==> src/rtl/fg_pkg.sv <==
// fg_pkg: shared FSM state type and datapath widths for the flow-generator burst path.
package fg_pkg;
    typedef enum logic {IDLE, ACTIVE} state_t;
    localparam int LEN_WIDTH  = 32;
    localparam int RATE_WIDTH = 16;
    localparam int ACC_WIDTH  = 49;
    localparam int PROD_WIDTH = LEN_WIDTH + RATE_WIDTH;
endpackage

==> src/rtl/fg_rate_limiter.sv <==
// fg_rate_limiter: signed credit accumulator gating burst emission to rate_num/rate_denom bytes per cycle.
module fg_rate_limiter
    import fg_pkg::*;
(
    input  logic                  clk,
    input  logic                  rst_n,
    input  logic                  i_clear,
    input  logic                  i_emit,
    input  logic [LEN_WIDTH-1:0]  i_burst,
    input  logic [RATE_WIDTH-1:0] i_num,
    input  logic [RATE_WIDTH-1:0] i_denom,
    output logic                  o_eligible
);
    logic signed [ACC_WIDTH-1:0] r_acc;
    logic signed [ACC_WIDTH-1:0] w_base;
    logic signed [ACC_WIDTH-1:0] w_sum;
    logic [PROD_WIDTH-1:0]       w_prod;
    logic                        w_unthrottled;
    // The emission cycle itself earns one cycle of credit, so bursts land exactly ceil(B*denom/num) cycles apart.
    always_comb begin
        w_unthrottled = (i_num == '0) || (i_denom == '0);
        w_prod        = PROD_WIDTH'(i_burst) * PROD_WIDTH'(i_denom);
        w_base        = i_emit ? -$signed({1'b0, w_prod}) : r_acc;
        w_sum         = w_base + $signed({{(ACC_WIDTH-RATE_WIDTH){1'b0}}, i_num});
    end
    always_ff @(posedge clk or negedge rst_n) begin
        if (!rst_n)
            r_acc <= '0;
        else if (w_unthrottled || (i_clear && !i_emit))
            r_acc <= '0;
        else
            r_acc <= (w_sum > 0) ? '0 : w_sum;
    end
    assign o_eligible = (r_acc == '0);
endmodule

==> src/rtl/fg_burst_gen.sv <==
// fg_burst_gen: splits accepted flow descriptors into rate-limited burst descriptors.
module fg_burst_gen
    import fg_pkg::*;
#(
    parameter int DEST_WIDTH = 8
) (
    input  logic                  clk,
    input  logic                  rst_n,
    input  logic                  input_fd_valid,
    output logic                  input_fd_ready,
    input  logic [DEST_WIDTH-1:0] input_fd_dest,
    input  logic [RATE_WIDTH-1:0] input_fd_rate_num,
    input  logic [RATE_WIDTH-1:0] input_fd_rate_denom,
    input  logic [LEN_WIDTH-1:0]  input_fd_len,
    input  logic [LEN_WIDTH-1:0]  input_fd_burst_len,
    output logic                  output_bd_valid,
    input  logic                  output_bd_ready,
    output logic [DEST_WIDTH-1:0] output_bd_dest,
    output logic [LEN_WIDTH-1:0]  output_bd_burst_len,
    output logic                  busy
);
    state_t                r_state;
    logic [DEST_WIDTH-1:0] r_dest;
    logic [RATE_WIDTH-1:0] r_num;
    logic [RATE_WIDTH-1:0] r_denom;
    logic [LEN_WIDTH-1:0]  r_blen;
    logic [LEN_WIDTH-1:0]  r_rem;
    logic                  r_bd_valid;
    logic [DEST_WIDTH-1:0] r_bd_dest;
    logic [LEN_WIDTH-1:0]  r_bd_len;
    logic                  w_idle;
    logic                  w_hs;
    logic                  w_free;
    logic                  w_elig;
    logic                  w_emit;
    logic [LEN_WIDTH-1:0]  w_rem;
    logic [LEN_WIDTH-1:0]  w_blen;
    logic [LEN_WIDTH-1:0]  w_b;
    logic [RATE_WIDTH-1:0] w_num;
    logic [RATE_WIDTH-1:0] w_denom;
    // In IDLE the incoming descriptor feeds the datapath directly so the first burst loads on the handshake edge.
    always_comb begin
        w_idle  = (r_state == IDLE);
        w_hs    = w_idle && input_fd_valid;
        w_free  = !r_bd_valid || output_bd_ready;
        w_rem   = w_idle ? input_fd_len : r_rem;
        w_blen  = w_idle ? input_fd_burst_len : r_blen;
        w_num   = w_idle ? input_fd_rate_num : r_num;
        w_denom = w_idle ? input_fd_rate_denom : r_denom;
        w_b     = (w_blen == '0 || w_rem < w_blen) ? w_rem : w_blen;
        w_emit  = w_idle ? (w_hs && input_fd_len != '0) : (r_rem != '0 && w_elig && w_free);
    end
    fg_rate_limiter u_rate (
        .clk        (clk),
        .rst_n      (rst_n),
        .i_clear    (w_idle),
        .i_emit     (w_emit),
        .i_burst    (w_b),
        .i_num      (w_num),
        .i_denom    (w_denom),
        .o_eligible (w_elig)
    );
    always_ff @(posedge clk or negedge rst_n) begin
        if (!rst_n) begin
            r_state    <= IDLE;
            r_dest     <= '0;
            r_num      <= '0;
            r_denom    <= '0;
            r_blen     <= '0;
            r_rem      <= '0;
            r_bd_valid <= 1'b0;
            r_bd_dest  <= '0;
            r_bd_len   <= '0;
        end else begin
            if (w_emit) begin
                r_bd_valid <= 1'b1;
                r_bd_dest  <= w_idle ? input_fd_dest : r_dest;
                r_bd_len   <= w_b;
                r_rem      <= w_rem - w_b;
            end else if (output_bd_ready) begin
                r_bd_valid <= 1'b0;
            end
            if (w_hs) begin
                r_dest  <= input_fd_dest;
                r_num   <= input_fd_rate_num;
                r_denom <= input_fd_rate_denom;
                r_blen  <= input_fd_burst_len;
                r_state <= (input_fd_len != '0) ? ACTIVE : IDLE;
            end else if (!w_idle && r_rem == '0 && w_free) begin
                r_state <= IDLE;
            end
        end
    end
    assign input_fd_ready      = w_idle;
    assign busy                = !w_idle;
    assign output_bd_valid     = r_bd_valid;
    assign output_bd_dest      = r_bd_dest;
    assign output_bd_burst_len = r_bd_len;
endmodule
==> config.mk <==
export PLATFORM = sky130hd
export DESIGN_NAME = fg_burst_gen
export DESIGN_NICKNAME = d
export VERILOG_FILES = /design/src/rtl/fg_pkg.sv /design/src/rtl/fg_rate_limiter.sv /design/src/rtl/fg_burst_gen.sv
export SDC_FILE = /design/constraint.sdc
export NUM_CORES = 2
export LEC_CHECK = 0
export ABC_AREA = 1
export CORE_MARGIN = 2
export CORE_UTILIZATION = 55
export DETAILED_ROUTE_END_ITERATION = 7
export PLACE_DENSITY_LB_ADDON = 0.05
export SKIP_LAST_GASP = 1
export SLEW_MARGIN = 30
export SYNTH_ARGS = -nofsm -noshare
export SYNTH_HDL_FRONTEND = slang
export SYNTH_SLANG_ARGS = --single-unit
==> constraint.sdc <==
create_clock -name clk -period 13.16 [get_ports clk]
set_input_delay 3.948 -clock clk [delete_from_list [all_inputs] [get_ports clk]]
set_output_delay 3.948 -clock clk [all_outputs]
set_load 0.005 [all_outputs]
==> metrics <==
# nets final=6317; WP data arrival=13.42 ns; Core Util, Final=0.725; syn_nets=5608; vias in the first global route=34.0k; final count of negative-setup-slack endpoints=0; Max Cap Violations=0; WL met3=13200 microns; Die Wd=249 microns; drt pass-1 iters=6; hold_buf cts=0; num rows=89; wire length on met2=55300 microns; die height=249 microns; kind of critical path=in2reg; routed len/inst=20.0 microns; share of layout cells above drive strength 1=0.211; total gr overflow=0; Slew Limit Headroom=0.391; area leader, netlist=fa_1; fin cells=6352; core area=0.0592 sq mm; most common library cell in the layout ignoring fill and taps=nand2_1; CTS H-tree depth=4; Final HPWL DP=102000 microns; r2r worst-path depth=57; Post-synth EDFFs=0; CTS tree=done; port bufs=150; Cells after DPL=6223; most frequent CP cell=nand2_1; Routability Congestion=1.08; initial antenna violation count=1; Clock Path Buffers=2; HP Class=reg2reg; Tmin final=13.01 ns; GRT Total Usage=0.403; Max Fclk=76.9 MHz; commonest cells after routing, fill and taps aside=nand2_1, inv_1, buf_4; Routed met1 length=51600 microns; multi-input gate area in the final layout=0.0254 sq mm; number of remaining DRC errors=0; status=completed; Starting Density=0.558; Netlist cell types=50; largest cells by area after synthesis=fa_1, nand2_1, dfrtp_1; Fill cells=4954; flops & latches, synth=195; hold path depth=2; vias per cell=5.50; Warnings, synthesis=0; post-route clock skew=0.0177 ns; Mapped Area=0.0331 sq mm; FF+latch area=0.00488 sq mm; TritonCTS Buffers=17; slowest stage delay, CP=0.54 ns; DR top layer=met4; Worst Path Required=13.57 ns; Syn-to-layout area delta=29.8%; die area=0.0621 sq mm; final period utilization=0.988; average size of a mapped cell=6.81 sq um; final hold vios=0; ys flop type=dfrtp_1; Reg clk slew, reported paths=0.08 ns; first-pass GRT wire length=192000 microns; Iteration-0 DRC Markers=3592; number of routed nets with antenna violations=0; routed vias=34.9k; slowest CP cell=fa_1; CP max FO=15; CP startpoint kind=input pin; Cells after Synth=4857; routed wire length=127000 microns; sequential share of the synthesized area=0.148; Slew Viols, Final=0; Async S/R FF share, synth=1.00; Root Driver=clkbuf_16; clk_lat worst skew=0.49 ns; Critical Path Sink Type=register; I/O pin total=151; worst slew pin tran=0.913 ns; setup tns final=0 ns; top cell type's share of synthesized area=0.261; pin count of the biggest net entering global routing=113; CTS sink cnt=195
-- flip-flops by register name, summed over array words and instances (netlist names) --
register and cells:
r_denom 16, u_rate.r_acc 49, output_bd_dest 8, r_num 16, busy 1, r_blen 32
r_rem 32, output_bd_valid 1, output_bd_burst_len 32, r_dest 8
-- critical path: cells and delay by family --
| kind | cells | cell delay (ns) |
|---|---|---|
| adder cells (fa/ha/maj) | 8 | 3.78 |
| AND/OR/NAND/NOR | 24 | 3.32 |
| buffers and inverters | 13 | 1.70 |
| AO/OA/AOI/OAI | 3 | 0.51 |
| XOR/XNOR | 1 | 0.15 |
-- layer usage --
metal  vias to the layer above  GRT usage
li1                      16100          -
met1                     16600      0.558
met2                      1870      0.618
met3                       362     0.0742
met4                         0      0.178
met5                         -          0
-- final cells by class --
class,instances,area share
Multi-Input combinational cell,3484,0.591
Timing Repair Buffer,838,0.167
Sequential cell,195,0.114
Inverter,1030,0.0908
Tap cell,773,0.0225
Clock buffer,17,0.00991
Clock inverter,14,0.00428
Antenna cell,1,0.0000583
-- worst paths after layout --
kind	start	end	slack [ns]
min in group asynchronous	rst_n	r_blen[15]	3.37
setup reg to reg	busy	u_rate.r_acc[17]	1.86
hold reg to reg	r_num[1]	r_num[1]	0.48
hold / removal	r_num[1]	r_num[1]	0.48
max in group asynchronous	rst_n	u_rate.r_acc[31]	8.51
setup / recovery	input_fd_len[21]	u_rate.r_acc[17]	0.15
-- stage by stage --
step / setup WS, ns / hold slack, ns / area, sq um
2_1_floorplan: 0.0387 / 0.441 / 33100
3_3_place_gp: -1.19 / 0.455 / 39600
3_5_place_dp: -1.26 / 0.458 / 39600
4_1_cts: -0.0202 / 0.479 / 40800
5_1_grt: -0.175 / 0.499 / 42900
6_report: 0.153 / 0.476 / 42900
-- logic make-up (layout without fill, tap and decap cells) --
| family | Yosys count | after routing | share of synthesized area |
|---|---|---|---|
| other cells | 0 | 1 | 0 |
| flops | 195 | 195 | 0.148 |
| fa+ha+maj | 643 | 643 | 0.341 |
| xor+xnor | 40 | 40 | 0.0106 |
| buf+inv | 1178 | 1899 | 0.136 |
| compound gates | 455 | 455 | 0.0753 |
| mux | 9 | 9 | 0.00272 |
| simple gates | 2337 | 2337 | 0.287 |
-- cell usage after synthesis, drive strengths merged (7+ instances only) --
cell / number
ha: 212
nand3b: 7
clkbuf: 104
inv: 1018
nor2: 502
xnor2: 16
dfrtp: 195
o21a: 11
a21oi: 152
a31oi: 10
nand4: 93
fa: 431
mux2i: 9
xor2: 24
buf: 44
nor4: 9
o21ai: 259
clkinv: 12
or2: 32
nor3: 10
nand2: 1485
nand3: 193
o21bai: 9
-- what timing repair did --
item	CTS	global route
pin swaps	47	133
setup endpoints to repair	49	49
setup buffers	28	63
endpoints found under the hold margin	0	0
gates resized for setup	126	472
cloned	3	4
Power is not shown: default switching activity piles up to over one toggle a cycle in this logic, so the estimate is an artifact.
